`src/rtl/operand_issue.sv`:
```
// Three-state operand issue stage: reads two sources from a small register file, holds them
// on the external ALU for two cycles, then writes back the ALU result and flags.
module operand_issue #(
    parameter int unsigned WIDTH = 9,
    parameter int unsigned AW    = 3
) (
    input  logic             clk,
    input  logic             rst_n,
    input  logic             ld_en,
    input  logic [AW-1:0]    ld_addr,
    input  logic [WIDTH-1:0] ld_data,
    input  logic             instr_valid,
    output logic             instr_ready,
    input  logic             instr_op,
    input  logic [AW-1:0]    instr_rd,
    input  logic [AW-1:0]    instr_rs1,
    input  logic [AW-1:0]    instr_rs2,
    output logic [WIDTH-1:0] alu_a,
    output logic [WIDTH-1:0] alu_b,
    output logic             alu_op,
    input  logic [WIDTH-1:0] alu_c,
    input  logic             alu_zf,
    input  logic             alu_sf,
    input  logic             alu_of,
    output logic             done,
    output logic             zf,
    output logic             sf,
    output logic             of,
    input  logic [AW-1:0]    dbg_addr,
    output logic [WIDTH-1:0] dbg_data
);

    localparam int unsigned Depth = 2 ** AW;

    typedef enum logic [1:0] {StIdle, StExec, StWb} state_e;

    state_e state_q, state_d;

    logic [WIDTH-1:0] rf_q [Depth];
    logic [WIDTH-1:0] alu_a_q, alu_b_q;
    logic             alu_op_q;
    logic [AW-1:0]    rd_q;
    logic             zf_q, sf_q, of_q;
    logic             accept;

    // A load in IDLE takes priority over an offered instruction.
    assign instr_ready = (state_q == StIdle) && !ld_en;
    assign accept      = instr_valid && instr_ready;

    always_comb begin
        state_d = state_q;
        unique case (state_q)
            StIdle:  if (accept) state_d = StExec;
            StExec:  state_d = StWb;
            StWb:    state_d = StIdle;
            default: state_d = StIdle;
        endcase
    end

    always_ff @(posedge clk or negedge rst_n) begin
        if (!rst_n) begin
            state_q <= StIdle;
        end else begin
            state_q <= state_d;
        end
    end

    always_ff @(posedge clk or negedge rst_n) begin
        if (!rst_n) begin
            alu_a_q  <= '0;
            alu_b_q  <= '0;
            alu_op_q <= 1'b0;
            rd_q     <= '0;
        end else if (accept) begin
            alu_a_q  <= rf_q[instr_rs1];
            alu_b_q  <= rf_q[instr_rs2];
            alu_op_q <= instr_op;
            rd_q     <= instr_rd;
        end
    end

    always_ff @(posedge clk or negedge rst_n) begin
        if (!rst_n) begin
            for (int i = 0; i < Depth; i++) begin
                rf_q[i] <= '0;
            end
        end else if (state_q == StIdle && ld_en) begin
            rf_q[ld_addr] <= ld_data;
        end else if (state_q == StWb) begin
            rf_q[rd_q] <= alu_c;
        end
    end

    always_ff @(posedge clk or negedge rst_n) begin
        if (!rst_n) begin
            zf_q <= 1'b0;
            sf_q <= 1'b0;
            of_q <= 1'b0;
        end else if (state_q == StWb) begin
            zf_q <= alu_zf;
            sf_q <= alu_sf;
            of_q <= alu_of;
        end
    end

    assign alu_a    = alu_a_q;
    assign alu_b    = alu_b_q;
    assign alu_op   = alu_op_q;
    assign done     = (state_q == StWb);
    assign zf       = zf_q;
    assign sf       = sf_q;
    assign of       = of_q;
    assign dbg_data = rf_q[dbg_addr];

endmodule

```
`config.mk`:
```
export PLATFORM = sky130hd
export DESIGN_NAME = operand_issue
export DESIGN_NICKNAME = d
export VERILOG_FILES = /design/src/rtl/operand_issue.sv
export SDC_FILE = /design/constraint.sdc
export NUM_CORES = 1
export LEC_CHECK = 0
export BUFFER_PORTS_ARGS = -buffer_cell sky130_fd_sc_hd__buf_2
export CAP_MARGIN = 20
export CORE_MARGIN = 4
export CORE_UTILIZATION = 25
export DETAILED_ROUTE_END_ITERATION = 10
export GPL_ROUTABILITY_DRIVEN = 0
export HOLD_SLACK_MARGIN = 0.05
export PLACE_DENSITY = 0.51
export SYNTH_ARGS = -nofsm -noshare
export SYNTH_HDL_FRONTEND = slang
export SYNTH_SLANG_ARGS = --single-unit
```
`constraint.sdc`:
```
create_clock -name clk -period 2.2 [get_ports clk]
set_clock_uncertainty 0.1 [all_clocks]
set_input_delay 0 -clock clk [delete_from_list [all_inputs] [get_ports clk]]
set_output_delay 0 -clock clk [all_outputs]
set_load 0.05 [all_outputs]
```
==> flow_metrics.py, run 1 <==
metrics = {
    "outcome": {
        "status": "finished, final reports clean",
    },
    "floorplan": {
        "rows": 57,
        "die_x_um": 166,
        "start_util": 0.256,
        "ios": 74,
        "die_y_um": 166,
        "die_area_um2": 27700,
        "core-area_um2": 24500,
    },
    "route": {
        "drtIter0Drc": 364,
        "final_antenna_net_count": 0,
        "wl_per_cell_um": 22.4,
        "first_pass_iters": 5,
        "drcViolationCount": 0,
        "drt-total-wl_um": 21600,
        "vias_per_cell": 5.33,
        "vias": 5124,
    },
    "critical_path": {
        "cp_cell_sequence": "mux4_2 -> mux2_2 -> buf_2",
        "max_stage_delay_ns": 0.48,
        "r2r_cells": 5,
        "r2r_start": "state_q[0]",
        "cp_slowest_cell": "mux4_2",
        "crit_family": "multiplexers",
        "start_kind": "register",
        "cp_num_buf_inv": 1,
        "cp.required_ns": 2.10,
        "rr_endpoint": "rf_q[70]",
        "worst-r2r-setup-slack_ns": 0.30,
        "crit_fanout": 4,
        "endpoint_kind": "primary output",
        "path_class": "reg2out",
        "cp-startpoint": "rf_q[64]",
        "crit_arrival_ns": 1.82,
    },
    "power_and_ir_drop": {
        "switching_share": 0.417,
        "p_int_mw": 4.76,
        "p_clk_frac": 0.199,
        "total_power_mw": 8.17,
        "power_density_nw_per_um2": 1070,
        "pwr-share-seq": 0.390,
        "peakVddDrop_mv": 0.503,
        "p_leak_nw": 2.97,
        "switchingPower_mw": 3.41,
        "combPwrFrac": 0.411,
    },
    "global_routing": {
        "antenna_found_initial": 1,
        "use_met1": 0.200,
        "grt_pass1_wl_um": 32700,
        "overflow": 0,
        "first_global_vias": 5147,
        "grt_use_met3": 0.0348,
        "busiest_layer": "met2",
        "grt_max_degree": 73,
        "grt_use_total": 0.155,
        "use_met2": 0.262,
    },
    "clock_tree": {
        "cts_buffers": 9,
        "clk_latency_ns": 0.36,
        "cts_buffer_depth": 2,
        "cts-root-buf": "clkbuf_16",
        "cts_tree": "yes",
        "clkSinkCount": 99,
        "cts_hold_buf": 26,
        "cts_setup_buffers": 0,
        "clkSlewWorstSetupHoldPaths_ns": 0.08,
        "post_cts_resized": 0,
        "htree_num_levels": 3,
    },
    "placement": {
        "dp_cells": 919,
        "numPortBuffers": 73,
        "dp_hpwl_um": 15500,
    },
    "timing": {
        "finalCritPeriodShare": 0.873,
        "maxSlewHeadroom": 0.562,
        "rsz0062_at_grt": "no",
        "fmax_mhz": 521,
        "period_needed_ns": 1.92,
        "finalHoldViolCount": 0,
        "worst_pin_slew_ns": 0.654,
        "tns_ns": 0,
        "slew_violations": 0,
        "finalSetupViolations": 0,
        "hold_ws_ns": 0.0556,
    },
    "finish": {
        "area_growth_pct": 21.5,
        "drive_gt1_frac": 0.341,
        "final_net_count": 673,
        "stdcell_count": 961,
        "n_antenna_cell": 0,
        "utilization": 0.311,
    },
    "synth": {
        "synth_edf_count": 0,
        "synthesis.nets": 607,
        "synth_cell_types": 30,
        "synth_area_um2": 6270,
        "yosys_warnings": 0,
        "synth.ff_latch_count": 99,
        "async_reset_ff_frac": 1.00,
        "syn_inst": 566,
        "syn_area_per_cell_um2": 11.1,
        "synth_top_flop_cell": "dfrtp_1",
        "ys_seq_area_frac": 0.395,
    },
    "flow_run": {
        "cap_violations": 0,
    },
    "min_path": {
        "holdCritPathClass": "in2async",
    },
}
[final cells by class]
| class | instances | area [um2] |
|---|---|---|
| Fill cell | 2496 | 16800 |
| Multi-Input combinational cell | 390 | 3460 |
| Sequential cell | 99 | 2480 |
| Timing Repair Buffer | 132 | 976 |
| Tap cell | 324 | 405 |
| Clock buffer | 10 | 239 |
| Clock inverter | 6 | 55.1 |
[kinds of logic (layout without fill, tap and decap cells)]
group | Yosys count | in the layout | synth area share
AO/OA/AOI/OAI | 161 | 161 | 0.172
buffers and inverters | 77 | 148 | 0.0539
flip-flops | 99 | 99 | 0.395
multiplexers | 97 | 97 | 0.273
AND/OR/NAND/NOR | 132 | 132 | 0.105
[per-layer routing]
metal  up-vias  part of all wire  routed length, um
met5         -                 0                  0
met1      2602              0.43               9290
li1       2321                 -                  -
met2       175              0.49              10500
met3        26             0.058               1250
met4         0             0.022                472
[Yosys cell counts, types with 8 or more instances]
cell | count | share of area
clkbuf_1 | 35 | 0.021
a21oi_1 | 81 | 0.065
nand2_1 | 10 | 0.0060
nand3_1 | 9 | 0.0072
nor2_1 | 81 | 0.049
a32oi_1 | 63 | 0.088
mux2i_1 | 18 | 0.029
mux2_2 | 16 | 0.029
buf_1 | 13 | 0.0078
mux2_4 | 9 | 0.022
and2_1 | 10 | 0.010
dfrtp_1 | 99 | 0.40
mux4_2 | 54 | 0.19
buf_2 | 19 | 0.015
clkbuf_2 | 8 | 0.0064
o21ai_0 | 9 | 0.0072
[how the worst max path moves through the flow]
| stage | to | cells after the start | slack [ns] |
|---|---|---|---|
| 4_1_cts | dbg_data[1] | 3 | 0.25 |
| 2_1_floorplan | alu_a[0] | 6 | 0.07 |
| 5_1_grt | rf_q[69] | 4 | 0.19 |
| 3_5_place_dp | rf_q[64] | 5 | 0.24 |
| 6_report | dbg_data[1] | 3 | 0.28 |
| 3_3_place_gp | rf_q[70] | 5 | 0.24 |
[power by group through the flow]
stage,logic [mW],registers [mW],clock network [mW]
detailed placement,3.33,3.21,0
finish,3.36,3.19,1.62
global route,3.62,3.29,1.72
CTS,3.39,3.17,1.65
floorplan,2.10,3.42,0
global placement,3.32,3.18,0
[worst register-to-register path: stages (launching register included)]
cell     delay [ns]
dfrtp_1        0.48
or3b_2         0.51
buf_12         0.23
nand3_1        0.12
o21ai_0        0.09
mux2_4         0.26
[metrics by stage]
stage	setup WS [ns]	instance area, um2
after CTS	0.251	7620
final	0.279	7620
after floorplan	0.0698	6280
after global placement	0.236	7060
after detailed placement	0.237	7060
after global routing	0.194	7620
[registers in the layout, summed over array words and instances, names as in the netlist]
register / cells
alu_a: 9
alu_b: 9
alu_op: 1
of: 1
rd_q: 3
rf_q: 72
sf: 1
state_q: 2
zf: 1
[placed cells by master, fill, tap and decap left out, drive strengths merged, types with 18 or more instances in the layout]
cell,netlist,final
dlygate4sd3,0,26
buf,34,106
a21oi,82,82
mux2,25,25
mux2i,18,18
dfrtp,99,99
mux4,54,54
a32oi,63,63
nor2,81,81
Note: power is estimated with default switching activity, not from simulation.
==> run 2, diff against run 1 <==
--- a/config.mk
+++ b/config.mk
@@ -11,8 +11,10 @@
 export CORE_UTILIZATION = 25
 export DETAILED_ROUTE_END_ITERATION = 10
 export GPL_ROUTABILITY_DRIVEN = 0
+export GPL_TIMING_DRIVEN = 0
 export HOLD_SLACK_MARGIN = 0.05
 export PLACE_DENSITY = 0.51
+export RECOVER_POWER = 100
 export SYNTH_ARGS = -nofsm -noshare
 export SYNTH_HDL_FRONTEND = slang
 export SYNTH_SLANG_ARGS = --single-unit
==> constraint.sdc (replaced) <==
create_clock -name clk -period 2.45 [get_ports clk]
set_clock_uncertainty 0.1 [all_clocks]
set_input_delay 0 -clock clk [delete_from_list [all_inputs] [get_ports clk]]
set_output_delay 0 -clock clk [all_outputs]
set_load 0.05 [all_outputs]
==> run 2 against run 1 <==
Sequential share of layout area grew 1.3 points. Utilization decreased by 1.2 points. Combinational power fell by 13%. Via count is 1.1% higher. Count of clock-buffer cells in the layout stayed put. Non-clock buffer count is 8 higher. Critical path depth increased by 4. Global-route usage increased by 0.28 points. First-iteration DRC count increased by 43%. Clock power down 14%. Total power decreased by 10%.
==> flow_metrics.py, run 2 (synthesis gave the netlist of run 1 again) <==
metrics = {
    "flow_run": {
        "cap_violations": 0,
    },
    "power_and_ir_drop": {
        "power_density_nw_per_um2": 998,
        "p_leak_nw": 2.78,
        "peakVddDrop_mv": 0.590,
    },
    "finish": {
        "regMostFlops": "rf_q",
        "multi_input_area_um2": 3480,
        "final_common_cell": "dfrtp_1",
        "largest_reg_flops": 72,
        "final_net_count": 681,
        "layout_common_cells": "dfrtp_1, nor2_1, a21oi_1",
        "utilization": 0.300,
        "seq_area_um2": 2480,
        "area_growth_pct": 17.0,
        "fill_cells": 2554,
        "drive_gt1_frac": 0.274,
        "n_antenna_cell": 0,
    },
    "critical_path": {
        "rr_endpoint": "rf_q[43]",
        "path_class": "reg2reg",
        "r2r_cells": 7,
        "r2r_start": "rd_q[0]",
        "endpoint": "rf_q[43]",
        "cp-startpoint": "rd_q[0]",
        "crit_arrival_ns": 2.54,
        "worst-r2r-setup-slack_ns": 0.09,
        "crit_fanout": 10,
        "start_kind": "register",
        "cp.required_ns": 2.63,
        "endpoint_kind": "register",
    },
    "clock_tree": {
        "cts_buffers": 9,
        "htree_num_levels": 3,
        "clkSinkCount": 99,
        "cts_tree": "yes",
        "clkSlewWorstSetupHoldPaths_ns": 0.08,
        "clk_latency_ns": 0.35,
        "cts-root-buf": "clkbuf_16",
        "cts_buffer_depth": 2,
    },
    "floorplan": {
        "die_x_um": 166,
        "ios": 74,
        "core-area_um2": 24500,
        "rows": 57,
        "start_util": 0.256,
        "die_area_um2": 27700,
        "die_y_um": 166,
    },
    "timing": {
        "finalSetupViolations": 0,
        "finalHoldViolCount": 0,
        "fmax_mhz": 424,
        "slew_violations": 0,
        "hold_ws_ns": 0.0680,
        "finalCritPeriodShare": 0.963,
        "tns_ns": 0,
        "maxSlewHeadroom": 0.289,
        "period_needed_ns": 2.36,
        "rsz0062_at_grt": "yes",
        "worst_pin_slew_ns": 1.07,
    },
    "global_routing": {
        "grt_use_total": 0.158,
        "grt_max_degree": 63,
        "first_global_vias": 5099,
        "antenna_found_initial": 0,
        "grt_pass1_wl_um": 33400,
        "overflow": 0,
    },
    "route": {
        "drcViolationCount": 0,
        "vias_per_cell": 5.35,
        "wl_per_cell_um": 23.0,
        "drt-total-wl_um": 22300,
        "final_antenna_net_count": 0,
        "first_pass_iters": 5,
        "vias": 5182,
        "drtIter0Drc": 520,
    },
    "outcome": {
        "status": "finished, final reports clean",
    },
    "min_path": {
        "holdCritPathClass": "in2reg",
    },
    "placement": {
        "numPortBuffers": 53,
        "dp_hpwl_um": 16800,
    },
}
[run 2: repair_timing]
| action | in CTS | in global routing |
|---|---|---|
| hold buffers | 10 | 0 |
| hold endpoints to repair | 62 | 0 |
| buffers inserted | 0 | 2 |
| setup endpoints to repair | 30 | 63 |
| gates resized for setup | 3 | 10 |
| cloned | 0 | 0 |
[run 2: per-stage QoR]
step / power, mW / setup WS (ns) / area, um2 / instances
final: 7.32 / 0.0918 / 7330 / 969
after floorplan: 4.96 / 0.0124 / 6270 / 566
after detailed placement: 5.92 / -0.167 / 6970 / 944
after CTS: 7.35 / -0.100 / 7360 / 970
after global routing: 7.71 / -0.00266 / 7330 / 969
after global placement: 5.85 / -0.179 / 6940 / 943
[run 2: worst max-delay path: stages (launching register included)]
cell and delay, ns:
dfrtp_1 0.64, and3b_1 0.23, clkbuf_1 0.42, a22o_1 0.20, clkbuf_2 0.21, clkbuf_2 0.28
nor2_1 0.07, a21oi_1 0.12
[run 2: area by class of cell]
cell class	count	share of cell area
multi-input combinational	390	0.475
sequential	99	0.338
tap	324	0.0553
timing repair buffer	66	0.0488
buffer	74	0.0454
clock buffer	10	0.0312
clock inverter	6	0.00648
[run 2: report_power, final]
| part | internal [mW] | switching, mW |
|---|---|---|
| Clock | 0.702 | 0.691 |
| Combinational | 1.23 | 1.72 |
| Sequential | 2.23 | 0.759 |
[run 2: worst min path at each step]
| stage | cells after the start | startpoint | to |
|---|---|---|---|
| after floorplan | 0 | rst_n | alu_a[0] |
| after global placement | 2 | alu_sf | sf |
| after detailed placement | 1 | rst_n | sf |
| after CTS | 3 | alu_c[3] | rf_q[39] |
| after global routing | 3 | alu_c[3] | rf_q[3] |
| final | 3 | alu_c[2] | rf_q[20] |
[run 2: metal layers]
| layer | vias to the layer above | GRT usage | wire, um |
|---|---|---|---|
| met5 | - | 0 | 0 |
| met1 | 2603 | 0.228 | 10100 |
| met2 | 219 | 0.241 | 9950 |
| li1 | 2329 | - | - |
| met3 | 31 | 0.0283 | 1570 |
| met4 | 0 | 0.0477 | 673 |
